**src/rtl/decompress_stream.sv**
```systemverilog
// Two-stage streaming Kyber coefficient decompressor: y -> round(Q*y / 2^D), ties up.
// Each output carries its position within the polynomial and flags the last one.
module decompress_stream #(
  parameter int unsigned D = 10,
  parameter int unsigned Q = 3329,
  parameter int unsigned N = 256
) (
  input  logic         clk,
  input  logic         rst,
  input  logic         in_valid,
  input  logic [D-1:0] in_coeff,
  output logic         in_ready,
  output logic         out_valid,
  output logic [11:0]  out_coeff,
  output logic [7:0]   out_index,
  output logic         out_last,
  input  logic         out_ready,
  output logic         frame_done
);

  // y*Q + 2^(D-1) stays below 4096 * 2^D, so D+12 bits never overflow.
  localparam int unsigned PW      = D + 12;
  localparam logic [PW-1:0] Half  = PW'(1) << (D - 1);
  localparam logic [7:0]  LastIdx = 8'(N - 1);

  logic          r_s1_valid;
  logic [PW-1:0] r_s1_prod;
  logic [7:0]    r_s1_idx;
  logic          r_s2_valid;
  logic [11:0]   r_s2_coeff;
  logic [7:0]    r_s2_idx;
  logic          r_s2_last;
  logic [7:0]    r_in_cnt;
  logic          r_frame_done;

  logic          w_adv;
  logic          w_in_xfer;
  logic          w_out_xfer;
  logic [PW-1:0] w_prod;
  logic [PW-1:0] w_sum;
  logic [11:0]   w_round;

  assign w_adv      = !r_s2_valid || out_ready;
  assign w_in_xfer  = in_valid && w_adv;
  assign w_out_xfer = out_valid && out_ready;
  assign w_prod     = PW'(in_coeff) * PW'(Q);
  assign w_sum      = r_s1_prod + Half;
  assign w_round    = w_sum[D +: 12];

  assign in_ready   = w_adv;
  // Outputs read as zero while reset is applied, before the registers clear.
  assign out_valid  = r_s2_valid && !rst;
  assign out_coeff  = rst ? 12'd0 : r_s2_coeff;
  assign out_index  = rst ? 8'd0 : r_s2_idx;
  assign out_last   = r_s2_valid && r_s2_last && !rst;
  assign frame_done = r_frame_done;

  always_ff @(posedge clk) begin
    if (rst) begin
      r_s1_valid   <= 1'b0;
      r_s1_prod    <= '0;
      r_s1_idx     <= '0;
      r_s2_valid   <= 1'b0;
      r_s2_coeff   <= '0;
      r_s2_idx     <= '0;
      r_s2_last    <= 1'b0;
      r_in_cnt     <= '0;
      r_frame_done <= 1'b0;
    end else begin
      if (w_adv) begin
        r_s1_valid <= w_in_xfer;
        if (w_in_xfer) begin
          r_s1_prod <= w_prod;
          r_s1_idx  <= r_in_cnt;
        end
        r_s2_valid <= r_s1_valid;
        if (r_s1_valid) begin
          r_s2_coeff <= w_round;
          r_s2_idx   <= r_s1_idx;
          r_s2_last  <= (r_s1_idx == LastIdx);
        end
      end
      if (w_in_xfer) begin
        r_in_cnt <= (r_in_cnt == LastIdx) ? 8'd0 : r_in_cnt + 8'd1;
      end
      r_frame_done <= w_out_xfer && r_s2_last;
    end
  end

endmodule

```
**config.mk**
```make
export PLATFORM = sky130hd
export DESIGN_NAME = decompress_stream
export DESIGN_NICKNAME = d
export VERILOG_FILES = /design/src/rtl/decompress_stream.sv
export SDC_FILE = /design/constraint.sdc
export NUM_CORES = 1
export LEC_CHECK = 0
export ABC_AREA = 1
export BUFFER_PORTS_ARGS = -buffer_cell sky130_fd_sc_hd__buf_2
export CORE_MARGIN = 2
export CORE_UTILIZATION = 40
export CTS_CLUSTER_DIAMETER = 150
export DETAILED_ROUTE_END_ITERATION = 12
export PLACE_DENSITY = 0.67
export SLEW_MARGIN = 10
export SYNTH_ARGS = -nofsm -noshare
export SYNTH_HDL_FRONTEND = slang
export SYNTH_SLANG_ARGS = --single-unit
```
**constraint.sdc**
```tcl
create_clock -name clk -period 4.6 [get_ports clk]
set_clock_uncertainty 0.15 [all_clocks]
set_input_delay 1.38 -clock clk [delete_from_list [all_inputs] [get_ports clk]]
set_output_delay 1.38 -clock clk [all_outputs]
set_load 0.05 [all_outputs]
```
==> PnR_summary.wiki <==
{| class="wikitable"
! Metric !! Value
|-
| Setup violators final || 0
|-
| Post-route ant nets || 0
|-
| Library cell with the highest instance count after synthesis || inv_1
|-
| Number of vias per cell after detailed routing || ~4.7
|-
| Power share of the sequential group || 0.415
|-
| Synth cell types || 33
|-
| Hold depth || 2
|-
| Post-Synthesis Net Count || just under 600
|-
| Routability cong. || 0.893
|-
| Ys async rst share || 0
|-
| Critical path peak fanout || 5
|-
| Most frequent cells after synthesis || 99 x inv_1, 71 x nand2_1, 61 x nor2_1
|-
| Cell type group with the largest total delay on the critical path || adder cells
|-
| TritonCTS clock tree || done
|-
| H-tree depth || 2
|-
| Critical path startpoint category || primary input
|-
| Worst Reg-to-Reg Cells || 10
|-
| Max VDD drop || around 120 uV
|-
| Share of cells above drive strength 1 || 0.112
|-
| Gr usage total || 0.144
|-
| Number of antenna cells inserted || 0
|-
| Library cell used as clock root buffer || clkbuf_8
|-
| Top layer reached by signal wires || met4
|-
| Endpoint class of the critical path || register
|-
| Sequential cell area fraction in the yosys report || 0.286
|-
| Clock-pin transition on the worst setup and hold timing paths || roughly 0.10 ns
|-
| Post-synth EDFFs || 0
|-
| Final worst path period need || about 4.3 ns
|-
| Num CTS Buffers || 5
|-
| Area growth from synthesis to layout || 8.83%
|-
| Post-cts hold buffer count || 0
|-
| Worst slack at placement || approximately 0.0095 ns
|-
| Setup bufs post-CTS || 0
|-
| Pin count of the biggest net entering global routing || 36
|-
| Total vias in the final route || between 3,000 and 4,000
|-
| Fill cell instance count of the final layout || ~930
|-
| Max Fclk || roughly 230 MHz
|-
| Number of nets in the final layout || between 600 and 700
|-
| Area of the core region || 0.00911 mm^2
|-
| Path length in cells of the critical path || 16
|-
| Initial cell density of the core || 0.408
|-
| Number of top-level pins || 38
|-
| Fraction of synthesized cell area taken by the top area cell type || 0.286
|-
| Result of the run || complete, no violations
|-
| Routed wire length || slightly below 7 mm
|-
| Clock sink count || 53
|-
| Die boundary height || 100 um
|-
| Worst-path cell with the longest stage delay || fa_1
|-
| Mean instance size in the synthesized netlist || roughly 7.2 um^2
|-
| Top post-synthesis cells by area || dfxtp_1 29%, ha_1 17%, inv_1 10%
|-
| Number of global-route vias before repair || 2,780
|-
| Detailed route wirelength on metal3 || 151 um
|-
| Cells resized by post-CTS repair || 0
|-
| Internal power || 0.773 mW
|-
| Arrival time of data at the critical path endpoint || around 4.3 ns
|-
| Clk_lat worst skew || about 0.31 ns
|-
| WP buf/inv || 3
|-
| Sum of overflow across all layers after global routing || 0
|-
| Register bit total from synthesis || 53
|-
| Pleak || between 2 and 2.5 nW
|-
| Gate power share || 0.377
|-
| First-pass GRT wire length || ~12 mm
|-
| Mapped Area || approximately 0.0037 mm^2
|-
| Flip-flop cell with the highest count after synthesis || dfxtp_1
|-
| Transition time at the pin with the least slew margin || between 0.6 and 0.7 ns
|-
| Length of the first detailed-routing pass in iterations || 4
|-
| Number of instances in the synthesized netlist || around 510
|-
| Number of antenna violations at the first check in global routing || 0
|-
| Hold Path Class || reg2reg
|-
| Crit path cell chain || buf_2 -> ha_1 -> ha_1 -> inv_1 -> fa_1 -> inv_1 -> ha_1 -> ha_1 -> ha_1 -> nand2_1 -> nor3_1 -> nand3_1 -> nand3_1 -> nand2_1 -> nor2_1 -> nor2_1
|-
| Critical Path Max Stage Delay || about 0.53 ns
|-
| PD cells || approximately 310 mW/mm^2
|-
| Net switching component of the power || around 0.48 mW
|-
| Post-DR wirelength/cell || roughly 11 um
|-
| Met2 routed wirelength || ~3.1 mm
|-
| Count of final hold-check violations || 0
|-
| Worst max-slew margin expressed relative to the limit || 0.549
|-
| Switching power share of the total || 0.381
|-
| Synth warn || 0
|-
| Final period utilization || 0.930
|-
| Required time at the worst-slack endpoint || around 4.7 ns
|-
| Most Frequent Cell on Critical Path || ha_1
|-
| DR iter-0 viols || 185
|-
| Share of total power in the clock network || 0.209
|-
| Slew Limit Fails || 0
|-
| Max-capacitance violation count || 0
|-
| Area of the die || 0.0101 mm^2
|-
| Number of cell rows || 35
|-
| Detailed-placement wirelength estimate || between 5 and 6 mm
|-
| Setup TNS || 0 ns
|-
| PnR worst setup slack || around 0.32 ns
|-
| Total of buffers placed on input and output ports || 37
|-
| Metal-1 WL || between 3 and 4 mm
|-
| Critical path start-end classification || in2reg
|-
| Unrepaired setup endpoints after global routing || no
|-
| Post-route DRC || 0
|-
| Biggest area consumer among synthesized cells || dfxtp_1
|-
| Worst-case clock buffer depth || 2
|-
| Die X || roughly 100 um
|}
==> flip-flops by register name, summed over array words and instances, names as in the netlist <==
signal and flops:
r_s1_prod 13, r_s2_coeff 12, r_in_cnt 8, r_s1_idx 8
r_s2_idx 8, frame_done 1, r_s1_valid 1, r_s2_last 1
r_s2_valid 1
==> path summary, 6_finish.rpt <==
check | slack, ns | to | startpoint
max reg2reg | 2.90 | r_in_cnt[7] | r_s2_valid
min reg2reg | 0.31 | r_s2_idx[6] | r_s2_idx[6]
max | 0.32 | r_s1_prod[21] | in_coeff[5]
min | 0.31 | r_s2_idx[6] | r_s2_idx[6]
==> stage by stage <==
step	power, mW	cells	hold slack, ns	utilization	instance area [um^2]
detailed placement	0.998	649	0.298	0.434	3950
CTS	1.26	657	0.312	0.444	4040
floorplan	0.898	514	0.280	-	3710
finish	1.25	657	0.311	0.444	4040
global route	1.36	657	0.336	0.444	4040
global placement	0.988	649	0.293	0.434	3950
==> cells in the final DEF, fill, tap and decap left out, types with 3 or more instances in the layout <==
master / n
xor2_1: 12
fa_1: 6
xnor2_1: 3
buf_2: 37
o21ai_0: 33
a21oi_1: 41
nor2_1: 61
nand3_1: 26
o21ai_1: 3
ha_1: 51
nor2_4: 3
nand4_1: 7
nand2_4: 3
clkbuf_8: 5
nand2_1: 71
dfxtp_1: 53
inv_1: 99
nor3_1: 10
==> routing by layer <==
| layer | global-route usage | up-vias |
|---|---|---|
| met4 | 0.0327 | 0 |
| met3 | 0.0174 | 2 |
| met5 | 0 | - |
| met2 | 0.241 | 48 |
| met1 | 0.200 | 1342 |
| li1 | - | 1687 |
==> worst min-delay path, stage by stage (launching register included) <==
cell	delay, ns
dfxtp_1	0.31
inv_1	0.06
a21oi_1	0.06
==> area by class of cell <==
type	count	area, um^2	share of cell area
clock buffer	6	72.6	0.0180
multi-input combinational	342	2160	0.534
inverter	104	395	0.0978
sequential	53	1060	0.263
clock inverter	2	15.0	0.00372
tap	111	139	0.0344
timing repair buffer	39	200	0.0495
==> cell families after synthesis <==
family                   share of synthesized area
flip-flops                                   0.286
XOR/XNOR                                    0.0354
AO/OA/AOI/OAI                                0.119
buffers and inverters                        0.133
adder cells (fa/ha/maj)                      0.204
AND/OR/NAND/NOR                              0.222
==> power by group through the flow <==
stage / Clock (mW) / Sequential (mW) / Combinational [mW]
floorplan: 0 / 0.523 / 0.376
global placement: 0 / 0.527 / 0.461
detailed placement: 0 / 0.529 / 0.469
CTS: 0.267 / 0.518 / 0.475
global route: 0.285 / 0.522 / 0.550
finish: 0.261 / 0.518 / 0.470
Note: power is estimated with default switching activity, not from simulation.
